## src/rtl/fetch_pkg.sv

```systemverilog
// Shared types and constants for the instruction-fetch stage.
package fetch_pkg;

  typedef enum logic [1:0] {
    S_REQ   = 2'd0,
    S_WAIT  = 2'd1,
    S_DRAIN = 2'd2
  } fetch_state_t;

  localparam logic [31:0] RESET_PC_DEFAULT = 32'h0000_0000;
  localparam int unsigned PC_STEP_DEFAULT  = 4;

  // Byte-offset bits cleared from a redirect target (word-aligned fetch).
  localparam logic [1:0] PC_ALIGN_LOW = 2'b11;

endpackage

```

## src/rtl/Add.sv

```systemverilog
// Combinational adder shared across the datapath.
module Add #(
  parameter int WIDTH = 32
) (
  input  logic [WIDTH-1:0] digit1,
  input  logic [WIDTH-1:0] digit2,
  output logic [WIDTH-1:0] result
);

  assign result = digit1 + digit2;

endmodule

```

## src/rtl/pc_fetch_stage.sv

```systemverilog
// Instruction-fetch front end: owns the PC, issues one fetch at a time, feeds IF/ID.
// Optional performance counters are enabled with `define FETCH_PERF_CNT_EN.
//
// state   | meaning
// S_REQ   | no fetch outstanding; request issued when IF/ID has room
// S_WAIT  | fetch outstanding, response will be delivered
// S_DRAIN | fetch outstanding but squashed by a redirect, response dropped
module pc_fetch_stage
  import fetch_pkg::*;
#(
  parameter int                XLEN     = 32,
  parameter logic [XLEN-1:0]   RESET_PC = XLEN'(RESET_PC_DEFAULT),
  parameter int unsigned       PC_STEP  = PC_STEP_DEFAULT
) (
  input  logic            clk,
  input  logic            reset,
  output logic            imem_req_valid,
  input  logic            imem_req_ready,
  output logic [XLEN-1:0] imem_addr,
  input  logic            imem_rsp_valid,
  input  logic [XLEN-1:0] imem_rsp_data,
  input  logic            redirect_valid,
  input  logic [XLEN-1:0] redirect_target,
  input  logic            stall,
  output logic            if_valid,
  output logic [XLEN-1:0] if_pc,
  output logic [XLEN-1:0] if_pc_plus4,
  output logic [XLEN-1:0] if_instr
`ifdef FETCH_PERF_CNT_EN
  ,
  output logic [31:0]     perf_fetched,
  output logic [31:0]     perf_squashed
`endif
);

  fetch_state_t    state, state_nxt;
  logic [XLEN-1:0] pc, pc_next_seq, target_aligned;
  logic            req, load_bundle;

  Add #(.WIDTH(XLEN)) u_add (
    .digit1 (pc),
    .digit2 (XLEN'(PC_STEP)),
    .result (pc_next_seq)
  );

  assign target_aligned = redirect_target & ~XLEN'(PC_ALIGN_LOW);
  assign imem_addr      = pc;
  assign imem_req_valid = req;

  always_comb begin
    req         = 1'b0;
    load_bundle = 1'b0;
    state_nxt   = state;
    case (state)
      S_REQ: begin
        req = !reset && !redirect_valid && (!if_valid || !stall);
        if (req && imem_req_ready) state_nxt = S_WAIT;
      end
      S_WAIT: begin
        if (imem_rsp_valid) begin
          state_nxt   = S_REQ;
          load_bundle = !redirect_valid;
        end else if (redirect_valid) begin
          state_nxt = S_DRAIN;
        end
      end
      S_DRAIN: begin
        if (imem_rsp_valid) state_nxt = S_REQ;
      end
      default: state_nxt = S_REQ;
    endcase
  end

  always_ff @(posedge clk or posedge reset) begin
    if (reset) begin
      state <= S_REQ;
      pc    <= RESET_PC;
    end else begin
      state <= state_nxt;
      if (redirect_valid)   pc <= target_aligned;
      else if (load_bundle) pc <= pc_next_seq;
    end
  end

  // Redirect flushes IF/ID even when the bundle would otherwise be held by stall.
  always_ff @(posedge clk or posedge reset) begin
    if (reset) begin
      if_valid    <= 1'b0;
      if_pc       <= '0;
      if_pc_plus4 <= '0;
      if_instr    <= '0;
    end else if (redirect_valid) begin
      if_valid <= 1'b0;
    end else if (load_bundle) begin
      if_valid    <= 1'b1;
      if_pc       <= pc;
      if_pc_plus4 <= pc_next_seq;
      if_instr    <= imem_rsp_data;
    end else if (if_valid && !stall) begin
      if_valid <= 1'b0;
    end
  end

`ifdef FETCH_PERF_CNT_EN
  logic rsp_drop;

  assign rsp_drop = imem_rsp_valid &&
                    ((state == S_DRAIN) || ((state == S_WAIT) && redirect_valid));

  always_ff @(posedge clk or posedge reset) begin
    if (reset) begin
      perf_fetched  <= '0;
      perf_squashed <= '0;
    end else begin
      if (load_bundle && (perf_fetched != 32'hFFFF_FFFF))
        perf_fetched <= perf_fetched + 32'd1;
      if (rsp_drop && (perf_squashed != 32'hFFFF_FFFF))
        perf_squashed <= perf_squashed + 32'd1;
    end
  end
`endif

endmodule

```

## config.mk

```make
export PLATFORM = sky130hd
export DESIGN_NAME = pc_fetch_stage
export DESIGN_NICKNAME = d
export VERILOG_FILES = /design/src/rtl/fetch_pkg.sv /design/src/rtl/Add.sv /design/src/rtl/pc_fetch_stage.sv
export SDC_FILE = /design/constraint.sdc
export NUM_CORES = 1
export LEC_CHECK = 0
export ABC_AREA = 0
export BUFFER_PORTS_ARGS = -buffer_cell sky130_fd_sc_hd__buf_4
export CAP_MARGIN = 5
export CORE_MARGIN = 2
export CORE_UTILIZATION = 40
export CTS_CLUSTER_DIAMETER = 150
export DETAILED_ROUTE_END_ITERATION = 7
export MAX_ROUTING_LAYER = met4
export PLACE_DENSITY = 0.62
export SETUP_SLACK_MARGIN = 0.15
export SYNTH_ARGS = -nofsm -noshare
export SYNTH_HDL_FRONTEND = slang
export SYNTH_SLANG_ARGS = --single-unit
```

## constraint.sdc

```tcl
create_clock -name clk -period 5.6 [get_ports clk]
set_clock_uncertainty 0.1 [all_clocks]
set_input_delay 0.56 -clock clk [delete_from_list [all_inputs] [get_ports clk]]
set_output_delay 0.56 -clock clk [all_outputs]
set_load 0.1 [all_outputs]
```

== Word-level counts from Yosys, hierarchy flattened ==
Cells that the tools add are included.

* Logic and storage cells: 40
* Input port bits: 70
* Output and inout bits: 130
* Bits in registers: 131

* Muxes and demuxes: 13
* Equality and inequality tests: 5
* $add $sub $neg: 1
* Reduce and logical (&&, ||, !) cells: 14
* Bitwise logic cells: 1

{| class="wikitable"
|+ Operators by type and width
! cell !! count
|-
| $mux W32 || 2
|-
| $add A32 B3 Y32 const B || 1
|-
| $mux W2 || 4
|-
| $mux W1 || 6
|-
| $pmux W2 S3 || 1
|-
| $logic_and A1 B1 Y1 || 4
|-
| $logic_not A1 Y1 || 4
|-
| $ne A2 B2 Y1 const B || 2
|-
| $ne A3 B3 Y1 const B || 1
|-
| $reduce_and A3 Y1 || 1
|-
| $reduce_bool A3 Y1 || 1
|-
| $eq A2 B1 Y1 const B || 1
|-
| $eq A2 B2 Y1 const B || 1
|-
| $logic_not A2 Y1 || 1
|-
| $reduce_and A2 Y1 || 1
|-
| $reduce_bool A2 Y1 || 1
|-
| $logic_or A1 B1 Y1 || 1
|-
| $not A1 Y1 || 1
|}

== Logic depth before layout (Yosys ltp) ==
* Depth in word-level cells: 6
* Depth in mapped cells: 8
* Mapped depth without buffers: 5

== Cells and area by module ==
From an unflattened synthesis, not the netlist that was laid out.

* Cells, all modules: 564
* Area total of the unflattened synthesis: 7553.5 um2

{| class="wikitable"
|+ By module, submodules not included
! module !! seq. area each (um2) !! cells an instance !! times used !! area an instance (um2)
|-
| pc_fetch_stage || 3278.1 || 323 || 1 || 5809.3
|-
| Add || 0.0 || 241 || 1 || 1744.2
|}

== Least setup slack after synthesis ==
Ideal clock, no wire load.

* Kind: input to output
* From: input reset
* To: output imem_req_valid
* Slack: -654 ps
* Cell stages on the path: 3
* Path buffers: 0
* Data required time: 4940 ps
* Arrival time: 5594 ps
* Cells stage by stage: inv_1 nand3_1 nor3_1

* Longest elaborated chain between the ends: 4

{| class="wikitable"
|+ RTL lines
! element !! RTL line !! RTL
|-
| start, declared || pc_fetch_stage.sv:16 || <nowiki>input logic reset,</nowiki>
|-
| $logic_not A1 Y1 (no line) || -- ||
|-
| $logic_and A1 B1 Y1 (2 in series) || pc_fetch_stage.sv:56 || <nowiki>req = !reset && !redirect_valid && (!if_valid || !stall);</nowiki>
|-
| $mux W1 || pc_fetch_stage.sv:54 || <nowiki>case (state)</nowiki>
|-
| end, declared || pc_fetch_stage.sv:17 || <nowiki>output logic imem_req_valid,</nowiki>
|}

Every way passes these cells.

== Worst setup path after layout ==
* From: register state[1]
* To: register if_pc_plus4[30]

* Longest elaborated chain between the ends: 3

{| class="wikitable"
|+ RTL lines
! element !! RTL line !! RTL
|-
| start, declared || pc_fetch_stage.sv:36 || <nowiki>fetch_state_t state, state_nxt;</nowiki>
|-
| start signal, assigned || pc_fetch_stage.sv:79 || <nowiki>state <= state_nxt;</nowiki>
|-
| $eq A2 B1 Y1 || pc_fetch_stage.sv:54 ||
|-
| $mux W1 || pc_fetch_stage.sv:54 ||
|-
| $reduce_and A2 Y1 (no line) || -- ||
|-
| end signal, assigned || pc_fetch_stage.sv:97 || <nowiki>if_pc_plus4 <= pc_next_seq;</nowiki>
|-
| end, declared || pc_fetch_stage.sv:27 || <nowiki>output logic [XLEN-1:0] if_pc_plus4,</nowiki>
|}

Every way passes these cells.
A chain may end at the register's enable or synchronous reset.

==> impl_metrics.tcl <==
set metrics [dict create \
    netlist_instances 663 \
    synth-edff-count 0 \
    coreArea_um2 14400 \
    yosysUniqueCellTypes 47 \
    p_int_mw 2.42 \
    path_clk_slew_ns 0.06 \
    yosysTopAreaCell "dfrtp_1" \
    clock_tree.buffer_depth 2 \
    syn_area_um2 5840 \
    ys_seq_area_share_pct 53.6 \
    async_reset_ff_share_pct 100 \
    syn2layout_area_growth_pct 36.8 \
    power_frac_clock_pct 26.0 \
    dp_cells 987 \
    worstPathArrival_ns 3.32 \
    startpoint "state[1]" \
    reg2reg_depth 5 \
    power_mw 4.93 \
    hold_class "primary input to asynchronous set/reset pin" \
    pwr-share-comb_pct 47.8 \
    synth_area_per_cell_um2 8.81 \
    hold_buffers 0 \
    dpl-instance-area_um2 7300 \
    fp.dieArea_um2 15600 \
    die_x_um 125 \
    ios 200 \
    num_rows 44 \
    start_kind "flop" \
    cap_violations 0 \
    fin_ws_ns 2.52 \
    maxSlewViolCount 0 \
    synth_top_area_share_pct 53.6 \
    nFillCells 1350 \
    cts_buffers 17 \
    gp_congestion 0.812 \
    first_global_vias 5162 \
    required_ns 5.84 \
    drt_pass1_iterations 4 \
    grt-ovfl-total 0 \
    rsz0062_at_grt "no" \
    worst_slew_pin_slew_ns 1.09 \
    clock.fmax_ghz 0.325 \
    ys_ff_latch 125 \
    fin_setup_tns_ns 0 \
    start_util_pct 40.6 \
    hpwl_um 11800 \
    die_y_um 125 \
    antenna_found_initial 0 \
    fin_crit_sh_pct 55.0 \
    ir_worst_vdd_uv 288 \
    io_buffers 191 \
    ant_nets 0 \
    setup_viol 0 \
    drcViolationCount 0 \
    final_design_area_no_fill_um2 7990 \
    r2r-start "state[1]" \
    cp_max_fo 46 \
    grt_pass1_wl_um 26800 \
    ys.flop_type "dfrtp_1" \
    drive_gt1_share_pct 28.4 \
    groute.usage.overall_pct 22.4 \
    via_count 5280 \
    synth.area.top_cells "dfrtp_1, nand2_1, or4_1, o21ai_0, xnor2_1" \
    p_sw_mw 2.51 \
    r2r_slack_ns 2.52 \
    preCtsSetupSlack_ns 2.30 \
    nets 893 \
    netSwitchingFraction_pct 50.9 \
    cts.sinks 125 \
    grt_max_degree 70 \
    crit_type "flop to flop" \
    r2r-end "if_pc_plus4[30]" \
    tritoncts "yes" \
    endpoint_kind "flop" \
    diodes 0 \
    cts-root-buf "clkbuf_16" \
    yosys_warnings 0 \
    drt_iter0_markers 245 \
    cellLeakagePower_nw 3.82 \
    power_density_nw_per_um2 618 \
    maxSlewHeadroom_pct 27.4 \
    cp-endpoint "if_pc_plus4[30]" \
    period_needed_ns 3.08 \
    vias_per_cell 5.18 \
    htreeDepth 4 \
    cts-resized-gates 0 \
    clk_latency_ns 0.42 \
    postCtsSetupBuffers 0 \
    seqPwrFrac_pct 26.1 \
    final-hold-violation-count 0 \
    wl_per_cell_um 16.4 \
    stdcell_count 1019 \
    status "completed" \
    wl_um 16700 \
]
## cell type report
class	instances	area (um2)	area share, %
clock buffer	17	425	5.32
clock inverter	15	268	3.35
inverter	4	18.8	0.235
multi-input combinational	478	2450	30.6
sequential	125	3130	39.2
tap	184	230	2.88
timing repair buffer	196	1470	18.4
## placed cells by master, fill, tap and decap left out, drive strengths merged, types with 2 or more instances in the layout
| cell | netlist | routed |
|---|---|---|
| nand2 | 236 | 236 |
| buf | 21 | 196 |
| dfrtp | 125 | 125 |
| nor2 | 35 | 35 |
| o21ai | 32 | 32 |
| a31oi | 25 | 25 |
| or4 | 25 | 25 |
| xnor2 | 18 | 18 |
| clkbuf | 40 | 17 |
| o31ai | 16 | 16 |
| nand3 | 14 | 14 |
| or3 | 12 | 12 |
| nand4 | 11 | 11 |
| bufinv | 0 | 7 |
| nor3 | 6 | 6 |
| nor4 | 6 | 6 |
| o211ai | 6 | 6 |
| conb | 1 | 6 |
| xor2 | 5 | 5 |
| clkinvlp | 0 | 5 |
| clkinv | 1 | 4 |
| and4 | 3 | 3 |
| a21oi | 3 | 3 |
| inv | 3 | 3 |
| nor2b | 2 | 2 |
| or4b | 2 | 2 |
## power groups by stage
stage	clock [mW]	sequential [mW]	combinational, mW
after floorplan	0	2.87	0.288
after global placement	0	1.29	2.36
after detailed placement	0	1.30	2.37
after CTS	1.31	1.29	2.37
after global routing	1.35	1.32	2.43
final	1.28	1.29	2.36
## worst max-delay path, stage by stage (launching register included)
cell	delay, ns
dfrtp_1	0.43
nand3b_1	0.64
nor2_4	1.07
buf_4	0.51
nor2_1	0.09
a31oi_1	0.14
## how the worst min path moves through the flow
stage / endpoint / cells past startpoint
after floorplan: state[0] / 1
after global placement: if_pc_plus4[5] / 2
after detailed placement: if_pc_plus4[5] / 2
after CTS: if_instr[13] / 2
after global routing: if_instr[14] / 2
final: if_instr[21] / 2
## through the flow
step / utilization, % / hold slack, ns
floorplan: - / 0.374
global placement: 50.8 / 0.359
detailed placement: 50.8 / 0.361
CTS: 55.6 / 0.189
global route: 55.6 / 0.223
finish: 55.6 / 0.179
## kinds of logic after synthesis
family | Yosys count | synth area share, %
buffers and inverters | 65 | 5.23
DFF | 125 | 53.6
muxes | 1 | 0.171
xor gates and xnor gates | 23 | 3.45
and+or+nand+nor | 359 | 27.9
AOI/OAI and AO/OA | 88 | 9.41
adders and majority gates | 1 | 0.214
other | 1 | 0.0642
## flip-flops by register name, summed over array words and instances (netlist names)
register     cells
if_valid         1
if_instr        32
if_pc           30
state            2
imem_addr       30
if_pc_plus4     30
## synth_stat cells (3+ instances only)
library cell and count:
nand2_1 236, dfrtp_1 125, nor2_1 35, clkbuf_1 34, o21ai_0 32, a31oi_1 25, or4_1 24, xnor2_1 18
o31ai_1 16, nand3_1 12, or3_1 12, nand4_1 10, buf_4 8, buf_2 7, clkbuf_2 6, nor3_1 6
nor4_1 6, o211ai_1 6, xor2_1 5, buf_1 4, a21oi_1 3, and4_1 3, inv_1 3
## metal layers
layer  up-vias  share of wire, %  track usage, %
met5         -                 0               -
met4         0               1.3            7.12
met3        21               7.8            5.97
met2       202                48            36.2
met1      2506                43            27.5
li1       2551                 -               -
Note: power is estimated with default switching activity, not from simulation.
